<file path="src/rtl/dsm_cic_decimator_pkg.sv">
// Shared constants for the delta-sigma link and the CIC decimator.
// DSM_top uses the same sample width and full-scale value.
package dsm_cic_decimator_pkg;

  localparam int DSM_SAMPLE_W         = 20;
  localparam int DSM_DEC_LOG2_DEFAULT = 6;
  localparam int DSM_CIC_ORDER        = 3;
  localparam int DSM_FS               = 262144;

  // Bit growth of an order-N CIC at ratio 2^dec_log2, plus sign and +/-1 input.
  function automatic int cic_acc_w(input int order, input int dec_log2);
    return 2 + order * dec_log2;
  endfunction

endpackage

</file>
<file path="src/rtl/dsm_cic_integrator.sv">
// One CIC integrator stage: modulo-2^W accumulator that advances only when en.
module dsm_cic_integrator #(
  parameter int W = 20
) (
  input  logic         clock,
  input  logic         reset,
  input  logic         en,
  input  logic [W-1:0] din,
  output logic [W-1:0] acc
);

  // Wrap-around is relied on by the combs; never saturate here.
  always_ff @(posedge clock or posedge reset) begin
    if (reset)   acc <= '0;
    else if (en) acc <= acc + din;
  end

endmodule

</file>
<file path="src/rtl/dsm_cic_decimator.sv">
// Sinc^3 decimator: turns the 1-bit pwm bitstream back into signed OUT_W samples,
// one output per 2^DEC_LOG2 enabled bits, full scale +/-R^3.
module dsm_cic_decimator
  import dsm_cic_decimator_pkg::*;
#(
  parameter int DEC_LOG2 = DSM_DEC_LOG2_DEFAULT,
  parameter int ORDER    = DSM_CIC_ORDER,
  parameter int OUT_W    = DSM_SAMPLE_W
) (
  input  logic             clock,
  input  logic             reset,
  input  logic             bit_en,
  input  logic             pwm,
  output logic [OUT_W-1:0] vout,
  output logic             vout_valid
);

  localparam int ACC_W  = cic_acc_w(ORDER, DEC_LOG2);
  localparam int WARM_W = $clog2(ORDER + 1);

  logic [ACC_W-1:0]              integ [ORDER+1];
  logic [ORDER-1:0][ACC_W-1:0]   dly;
  logic [ORDER-1:0][ACC_W-1:0]   comb;
  logic [ACC_W-1:0]              comb_run;
  logic [DEC_LOG2-1:0]           cnt;
  logic [WARM_W-1:0]             warm;
  logic                          tick;
  logic                          warm_done;
  logic [OUT_W-1:0]              vout_nxt;

  // pwm=1 -> +1, pwm=0 -> -1 (all ones)
  assign integ[0] = pwm ? ACC_W'(1) : '1;

  for (genvar k = 0; k < ORDER; k++) begin : g_int
    dsm_cic_integrator #(.W(ACC_W)) u_int (
      .clock (clock),
      .reset (reset),
      .en    (bit_en),
      .din   (integ[k]),
      .acc   (integ[k+1])
    );
  end

  assign tick      = bit_en & (&cnt);
  assign warm_done = (warm == WARM_W'(ORDER));

  always_comb begin
    comb     = '0;
    comb_run = integ[ORDER];
    for (int k = 0; k < ORDER; k++) begin
      comb_run = comb_run - dly[k];
      comb[k]  = comb_run;
    end
  end

  if (ACC_W >= OUT_W) begin : g_out_shr
    assign vout_nxt = comb[ORDER-1][ACC_W-1 -: OUT_W];
  end else begin : g_out_sext
    assign vout_nxt = {{(OUT_W-ACC_W){comb[ORDER-1][ACC_W-1]}}, comb[ORDER-1]};
  end

  // The first ORDER ticks only prime the comb delays; their outputs are transient.
  always_ff @(posedge clock or posedge reset) begin
    if (reset) begin
      cnt        <= '0;
      warm       <= '0;
      dly        <= '0;
      vout       <= '0;
      vout_valid <= 1'b0;
    end else begin
      vout_valid <= 1'b0;
      if (bit_en) cnt <= cnt + DEC_LOG2'(1);
      if (tick) begin
        dly[0] <= integ[ORDER];
        for (int k = 1; k < ORDER; k++) dly[k] <= comb[k-1];
        if (warm_done) begin
          vout       <= vout_nxt;
          vout_valid <= 1'b1;
        end else begin
          warm <= warm + WARM_W'(1);
        end
      end
    end
  end

endmodule

</file>
<file path="config.mk">
export PLATFORM = sky130hd
export DESIGN_NAME = dsm_cic_decimator
export DESIGN_NICKNAME = d
export VERILOG_FILES = /design/src/rtl/dsm_cic_decimator_pkg.sv /design/src/rtl/dsm_cic_integrator.sv /design/src/rtl/dsm_cic_decimator.sv
export SDC_FILE = /design/constraint.sdc
export NUM_CORES = 1
export LEC_CHECK = 0
export CORE_MARGIN = 5
export CORE_UTILIZATION = 55
export CTS_BUF_LIST = sky130_fd_sc_hd__clkbuf_4
export DETAILED_ROUTE_END_ITERATION = 7
export HOLD_SLACK_MARGIN = 0.03
export PLACE_DENSITY = 0.75
export SLEW_MARGIN = 20
export SYNTH_ARGS = -nofsm -noshare
export SYNTH_HDL_FRONTEND = slang
export SYNTH_SLANG_ARGS = --single-unit
</file>
<file path="constraint.sdc">
create_clock -name clock -period 4.9 [get_ports clock]
set_clock_uncertainty 0.15 [all_clocks]
set_input_delay 0.49 -clock clock [delete_from_list [all_inputs] [get_ports clock]]
set_output_delay 0.49 -clock clock [all_outputs]
set_load 0.02 [all_outputs]
</file>
# == After elaboration in Yosys (flattened, before gate mapping) ==
# Index checks and enable logic that the tools add are counted.
# word_totals
output_inout_bits,21
elab_cells,27
reg_bits,149
# op_classes
eq_ne,1
n_addsub,8
bitwise_logic,2
mux,3
reduce_logical,3
# ops
op,count
$add 20x20->20,3
$sub 20x20->20,3
$mux 20,1
$add 6x1->6 const B,1
$reduce_and 6->1,1
$reduce_and 2->1,2
$add 2x1->2 const B,1
$eq 2x2->1 const B,1
$mux 1,2
$and 1x1->1,1
$not 1->1,1

# == Longest topological paths before layout ==
# Gate-level depths: netlist (run 1).
# logic_depth
ltp_word,3
mapped_depth,28

# == Hierarchy ==
# Synthesis (run 1) repeated with hierarchy kept, for this count alone.
# unflattened
cells_unflattened,1191
hier_area_um2,11139.4
# modules_own_cells
mod,area_each_um2,cells_per_inst,instances
dsm_cic_decimator,6042.0,687,1
dsm_cic_integrator,1699.1,168,3

# == Least setup slack after synthesis (run 1) ==
# Ideal clock, no wire load.
# synth_path
path_type,register to register
startpoint,register dly[0] (netlist name)
endpoint,register vout[19]
path_stages_with_launch,28
path_slack_ns,-0.330
n_path_buf,0
setup_time_ns,0.080
arrival_time_ns,5.000
required_ns,4.670
cell_sequence,dfrtp_1 ha_1 fa_1 nor2b_1 o21ai_0 a21boi_1 o21a_1 o21ai_0 nand2b_1 a21oi_1 xnor2_1 ha_1 nand2_1 nor2_1 o21ai_0 a31oi_1 o21ai_0 a21oi_1 o21a_1 nor2_1 ha_1 a2111oi_0 and2_1 a211o_1 o2111ai_1 and3_1 or3_1 o211ai_2
# synth_rtl
item,line_no,rtl
start: declaration,dsm_cic_decimator.sv:22,logic [ORDER-1:0][ACC_W-1:0] dly;
end signal: assignment,dsm_cic_decimator.sv:77,vout <= vout_nxt;
end: declaration,dsm_cic_decimator.sv:14,"output logic [OUT_W-1:0] vout,"

==> results.sh, run 1 <==
export IMPL_drive_gt1_share_pct=17.77
export IMPL_slew_headroom_pct=44.30
export IMPL_drtAntennaViolNets=0
export IMPL_clk_path_buf_depth=2
export IMPL_antenna_found_initial=1
export IMPL_grt_max_degree=96
export IMPL_yosysMostFrequentCell="dfrtp_1"
export IMPL_ys_warnings_count=0
export IMPL_worst_path_most_repeated_cell="o21ai_1"
export IMPL_first_pass_iters=5
export IMPL_ys_top_cells_by_area="dfrtp_1 (35%), ha_1 (14%), mux2_2 (5.7%)"
export IMPL_setup_viol=4
export IMPL_yosys_top_cells_count="dfrtp_1 (149), nand2_1 (119), ha_1 (115)"
export IMPL_htreeDepth=4
export IMPL_overflow=0
export IMPL_fin_crit_sh_pct=104.3
export IMPL_drt_iter0_drc=335
export IMPL_rsz0062_at_grt="yes"
export IMPL_dpl_cell_count=1483
export IMPL_row_count=50
export IMPL_grt_use_total_pct=19.00
export IMPL_vias=8266
export IMPL_synth_flop_cell="dfrtp_1"
export IMPL_dpl_cell_area_sq_um=11650
export IMPL_cts_sinks=149
export IMPL_design_core_area_sq_um=18830
export IMPL_final_util_pct=65.48
export IMPL_finish_instance_area_sq_um=12330
export IMPL_max_freq_mhz=195.7
export IMPL_status="finished, violations left"
export IMPL_drv_slew=0
export IMPL_die_x_um=149.0
export IMPL_synth_nets=1277
export IMPL_cp_end_kind="flop"
export IMPL_vias_per_cell=5.413
export IMPL_arrival_ps=5460
export IMPL_seq_area_frac_synth_pct=35.11
export IMPL_initial_core_util_pct=56.39
export IMPL_fin_ws_ps=-210.2
export IMPL_cts_buffers=17
export IMPL_synth_edf_count=0
export IMPL_cts_hold_fix_buffers=0
export IMPL_place_congestion=0.8780
export IMPL_port_buffers=24
export IMPL_finalHoldViolCount=0
export IMPL_synth_largest_area_cell="dfrtp_1"
export IMPL_layout_cells_non_filler=1527
export IMPL_synth_seq_cells=149
export IMPL_die_area_sq_um=22190
export IMPL_maxCapViolations=0
export IMPL_max_stage_delay_ps=420
export IMPL_worstMarginPinSlew_ps=835.6
export IMPL_syn_to_final_growth_pct=16.11
export IMPL_path_max_fanout=3
export IMPL_io_pins=25
export IMPL_clk_pin_slew_ps=130
export IMPL_wl_per_cell_um=13.33
export IMPL_startpoint_type="flop"
export IMPL_cts_tree="built"
export IMPL_period_minus_slack_ps=5110
export IMPL_synth_area_sq_um=10620
export IMPL_clk_latency_ps=560
export IMPL_nNetsFinal=1378
export IMPL_netlist_area_leader_share_pct=35.11
export IMPL_drc_errors=0
export IMPL_postSynth_asyncResetShare_pct=100.0
export IMPL_hold_class="input port to flop"
export IMPL_grt_pass1_wl_um=35740
export IMPL_path_class="flop to flop"
export IMPL_totalWireLength_um=20360
export IMPL_synth_area_per_cell_sq_um=9.218
export IMPL_cp_slowest_cell="dfrtp_1"
export IMPL_dp_hpwl_um=14840
export IMPL_grt_pass1_vias=8205
export IMPL_syn_inst=1152
export IMPL_path_buf_inv=0
export IMPL_fin_tns_setup_ps=-308.5
export IMPL_die_h_um=149.0
export IMPL_violations="negative setup slack"
export IMPL_cts_root_buf="clkbuf_4"
export IMPL_cp_required_ps=5250
export IMPL_ys_types=58
export IMPL_crit_family="compound AO/OA/AOI/OAI gates"
-- state kept, by name, summed over array words and instances (netlist names) --
name,count
dly,60
g_int.u_int.acc,60
vout,20
cnt,6
warm,2
vout_valid,1
-- final cells by class --
type	instances	area (sq um)
multi-input cells	884	6699
inverters	94	357.8
flip-flops and latches	149	3729
clock inverters	11	181.4
repair buffers	107	877.1
fillers	1529	6501
well taps	260	325.3
clock buffers	21	157.7
diodes	1	2.502
-- through the flow --
step | setup WS [ps] | hold slack [ps]
6_report | -210.2 | 205.2
5_1_grt | -485.9 | 204.5
4_1_cts | -205.9 | 155.4
3_5_place_dp | -291.0 | 312.2
3_3_place_gp | -205.5 | 308.1
2_1_floorplan | -153.6 | 292.0
-- path summary, 6_finish.rpt --
check,start,to,slack (ps),cells past startpoint
setup / recovery,dly[0],vout[19],-210,27
hold / removal,bit_en,cnt[4],210,3
setup reg to reg,dly[0],vout[19],-210,27
hold reg to reg,cnt[5],cnt[5],330,1
max in group asynchronous,reset,dly[13],3380,3
min in group asynchronous,reset,dly[40],310,2
-- metal layers --
metal,GRT usage [%],wire length [um]
met1,22.72,9501
met2,35.21,10160
met3,2.644,390
met4,5.904,308
met5,0,0
-- cell families after synthesis --
| kind of cell | after synthesis | share of synthesized area, % |
|---|---|---|
| DFF | 149 | 35.11 |
| AOI/OAI and AO/OA | 345 | 20.35 |
| adders and majority gates | 121 | 14.68 |
| muxes | 55 | 5.821 |
| xor gates and xnor gates | 100 | 8.248 |
| and+or+nand+nor | 263 | 11.58 |
| buffers and inverters | 119 | 4.206 |
-- placed cells by master, fill, tap and decap left out, drive strengths merged, types with 5 or more instances in the layout --
cell,instances
clkbuf,21
or3,6
xnor2,65
inv,94
nor2b,10
bufinv,5
o21bai,12
o211ai,9
nand4,9
nand2b,10
o21a,20
nand2,119
clkinv,6
dfrtp,149
nand3,7
mux2,54
buf,84
and3,8
or2,7
a31oi,8
a21oi,82
clkdlybuf4s50,23
a21o,48
fa,6
nor3,11
xor2,35
ha,115
a41oi,6
o31ai,5
nor2,53
o21ai,114
o221ai,6
and2,7
-- repair_timing --
item | 4_1_cts | 5_1_grt
gates resized for setup | 14 | 51
pin swaps | 33 | 27
setup buffers | 7 | 5
endpoints found under the setup margin | 5 | 8
-- worst reg2reg max path: stages, from the launching register on --
cell       delay (ps)
dfrtp_1           420
ha_4              180
fa_2              350
nor2b_1           110
o21ai_1            90
a21boi_1          190
o21a_1            180
o21ai_1            60
nand2b_1           90
a21oi_2            70
xnor2_2           160
ha_4              290
nand2_2            70
nor2_2             90
o21ai_1            80
a31oi_2           220
o21ai_1           110
a21oi_2           180
o21a_1            150
nor2_1             50
ha_1              330
a2111oi_4         320
and2_1            170
a211o_1           150
o2111ai_2         160
and3_1            210
or3_1             320
o211ai_2          130
Power of run 1 is left out: the tool's default activity adds up to more than one toggle a clock period on the data nets, which glitch-free logic cannot reach.
==> inputs of run 2 (changes only) <==
Settings changed: CTS_CLUSTER_SIZE set to 16, PLACE_DENSITY 0.75 to not set, PLACE_DENSITY_LB_ADDON set to 0.08.
==> results.sh, run 2 (synthesis gave the netlist of run 1 again) <==
export IMPL_nFillCells=1564
export IMPL_vias_per_cell=5.322
export IMPL_grt_pass1_wl_um=34890
export IMPL_drt_iter0_drc=252
export IMPL_die_area_sq_um=22190
export IMPL_clk_pin_slew_ps=120
export IMPL_totalWireLength_um=20200
export IMPL_arrival_ps=5570
export IMPL_wl_per_cell_um=13.14
export IMPL_cts_sinks=149
export IMPL_first_pass_iters=8
export IMPL_rr_worst_depth=27
export IMPL_clk_latency_ps=560
export IMPL_cts_root_buf="clkbuf_4"
export IMPL_crit_family="compound AO/OA/AOI/OAI gates"
export IMPL_min_path_cells=3
export IMPL_grt_pass1_vias=7993
export IMPL_nNetsFinal=1390
export IMPL_drc_errors=0
export IMPL_fin_ws_ps=-325.8
export IMPL_initial_core_util_pct=56.39
export IMPL_vias=8185
export IMPL_syn_to_final_growth_pct=16.00
export IMPL_grt_use_total_pct=18.63
export IMPL_drv_slew=0
export IMPL_period_minus_slack_ps=5226
export IMPL_cts_tree="built"
export IMPL_cp_end_kind="flop"
export IMPL_layout_cells_non_filler=1538
export IMPL_io_pins=25
export IMPL_cts_hold_fix_buffers=0
export IMPL_cp_startpoint="dly[0]"
export IMPL_clk_path_buf_depth=2
export IMPL_max_stage_delay_ps=410
export IMPL_layout_common_cells="dfrtp_1 (149), nand2_1 (118), ha_1 (113)"
export IMPL_final_common_cell="dfrtp_1"
export IMPL_rsz0062_at_grt="yes"
export IMPL_ff2ff_setup_slack_ps=-330
export IMPL_cts_buffers=17
export IMPL_port_buffers=24
export IMPL_hold_end="cnt[4]"
export IMPL_path_class="flop to flop"
export IMPL_place_ws_ps=-338.5
export IMPL_finalHoldViolCount=0
export IMPL_reg_top3="dly (60), g_int.u_int.acc (60), vout (20)"
export IMPL_fin_crit_sh_pct=106.6
export IMPL_max_freq_mhz=191.4
export IMPL_maxCapViolations=0
export IMPL_overflow=0
export IMPL_hold_start="bit_en"
export IMPL_drtAntennaViolNets=0
export IMPL_r2r_end="vout[19]"
export IMPL_grt_max_degree=93
export IMPL_die_x_um=149.0
export IMPL_antenna_found_initial=1
export IMPL_dp_hpwl_um=14680
export IMPL_cp_required_ps=5240
export IMPL_setup_viol=6
export IMPL_design_core_area_sq_um=18830
export IMPL_row_count=50
export IMPL_die_h_um=149.0
export IMPL_startpoint_type="flop"
export IMPL_path_max_fanout=3
export IMPL_place_congestion=0.8517
export IMPL_violations="negative setup slack"
export IMPL_status="finished, violations left"
export IMPL_cp_slowest_cell="dfrtp_1"
export IMPL_path_buf_inv=0
export IMPL_slew_headroom_pct=29.77
export IMPL_worst_path_most_repeated_cell="o21ai_1"
export IMPL_drive_gt1_share_pct=17.78
export IMPL_worstMarginPinSlew_ps=1051
export IMPL_dpl_cell_count=1489
export IMPL_hold_class="input port to flop"
export IMPL_htreeDepth=4
export IMPL_worst_r2r_startpoint="dly[0]"
[run 2: cell types whose count changed in the layout (fill, tap and decap cells not counted), moves of 3 or more]
cell     previous run  this run
a21oi_2            12         9
a31oi_1             2         5
a31oi_2             5         2
buf_4              78        92
o21ai_1            18        13
o21ai_2             0         4
xnor2_2             6         3
[run 2: repair_timing]
item,in CTS,in global routing
resized for setup,12,44
setup buffers,8,9
setup endpoints to repair,6,10
pin swaps,27,33
[run 2: worst max-delay path by stage]
| stage | endpoint | slack, ps | cells past startpoint |
|---|---|---|---|
| after floorplan | vout[19] | -150 | 28 |
| after global placement | vout[19] | -240 | 28 |
| after detailed placement | vout[19] | -340 | 28 |
| after CTS | vout[19] | -240 | 27 |
| after global routing | vout[19] | -640 | 28 |
| final | vout[19] | -330 | 27 |
[run 2: stage by stage]
step / hold WS [ps] / cell area (sq um) / utilization, % / TNS, ps
2_1_floorplan: 292.0 / 10630 / - / -153.6
3_3_place_gp: 311.0 / 11700 / 62.11 / -614.0
3_5_place_dp: 312.3 / 11700 / 62.11 / -1083
4_1_cts: 159.3 / 12080 / 64.15 / -629.4
5_1_grt: 154.4 / 12320 / 65.42 / -3179
6_report: 195.0 / 12320 / 65.42 / -787.1
[run 2: cell type report]
type / instances / area [sq um] / share of cell area, %
flip-flops and latches: 149 / 3729 / 30.27
clock inverters: 12 / 137.6 / 1.117
clock buffers: 19 / 142.6 / 1.158
well taps: 260 / 325.3 / 2.641
inverters: 94 / 357.8 / 2.905
repair buffers: 119 / 959.7 / 7.791
multi-input cells: 884 / 6664 / 54.10
diodes: 1 / 2.502 / 0.02031
[run 2: tightest hold or removal path, stage by stage]
cell	delay (ps)
buf_2	110
nand4_1	180
xnor2_1	90
[run 2: per-layer routing]
metal  GRT usage, %  wire [um]  part of all wire (%)  vias up
met5              0          0                     0        -
met4          5.263        296                   1.5        0
met3          3.221        485                   2.4       23
met2          33.99      10130                    50       90
met1          22.56       9287                    46     3747
li1               -          -                     -     4325
Power of run 2 is left out for the same reason.
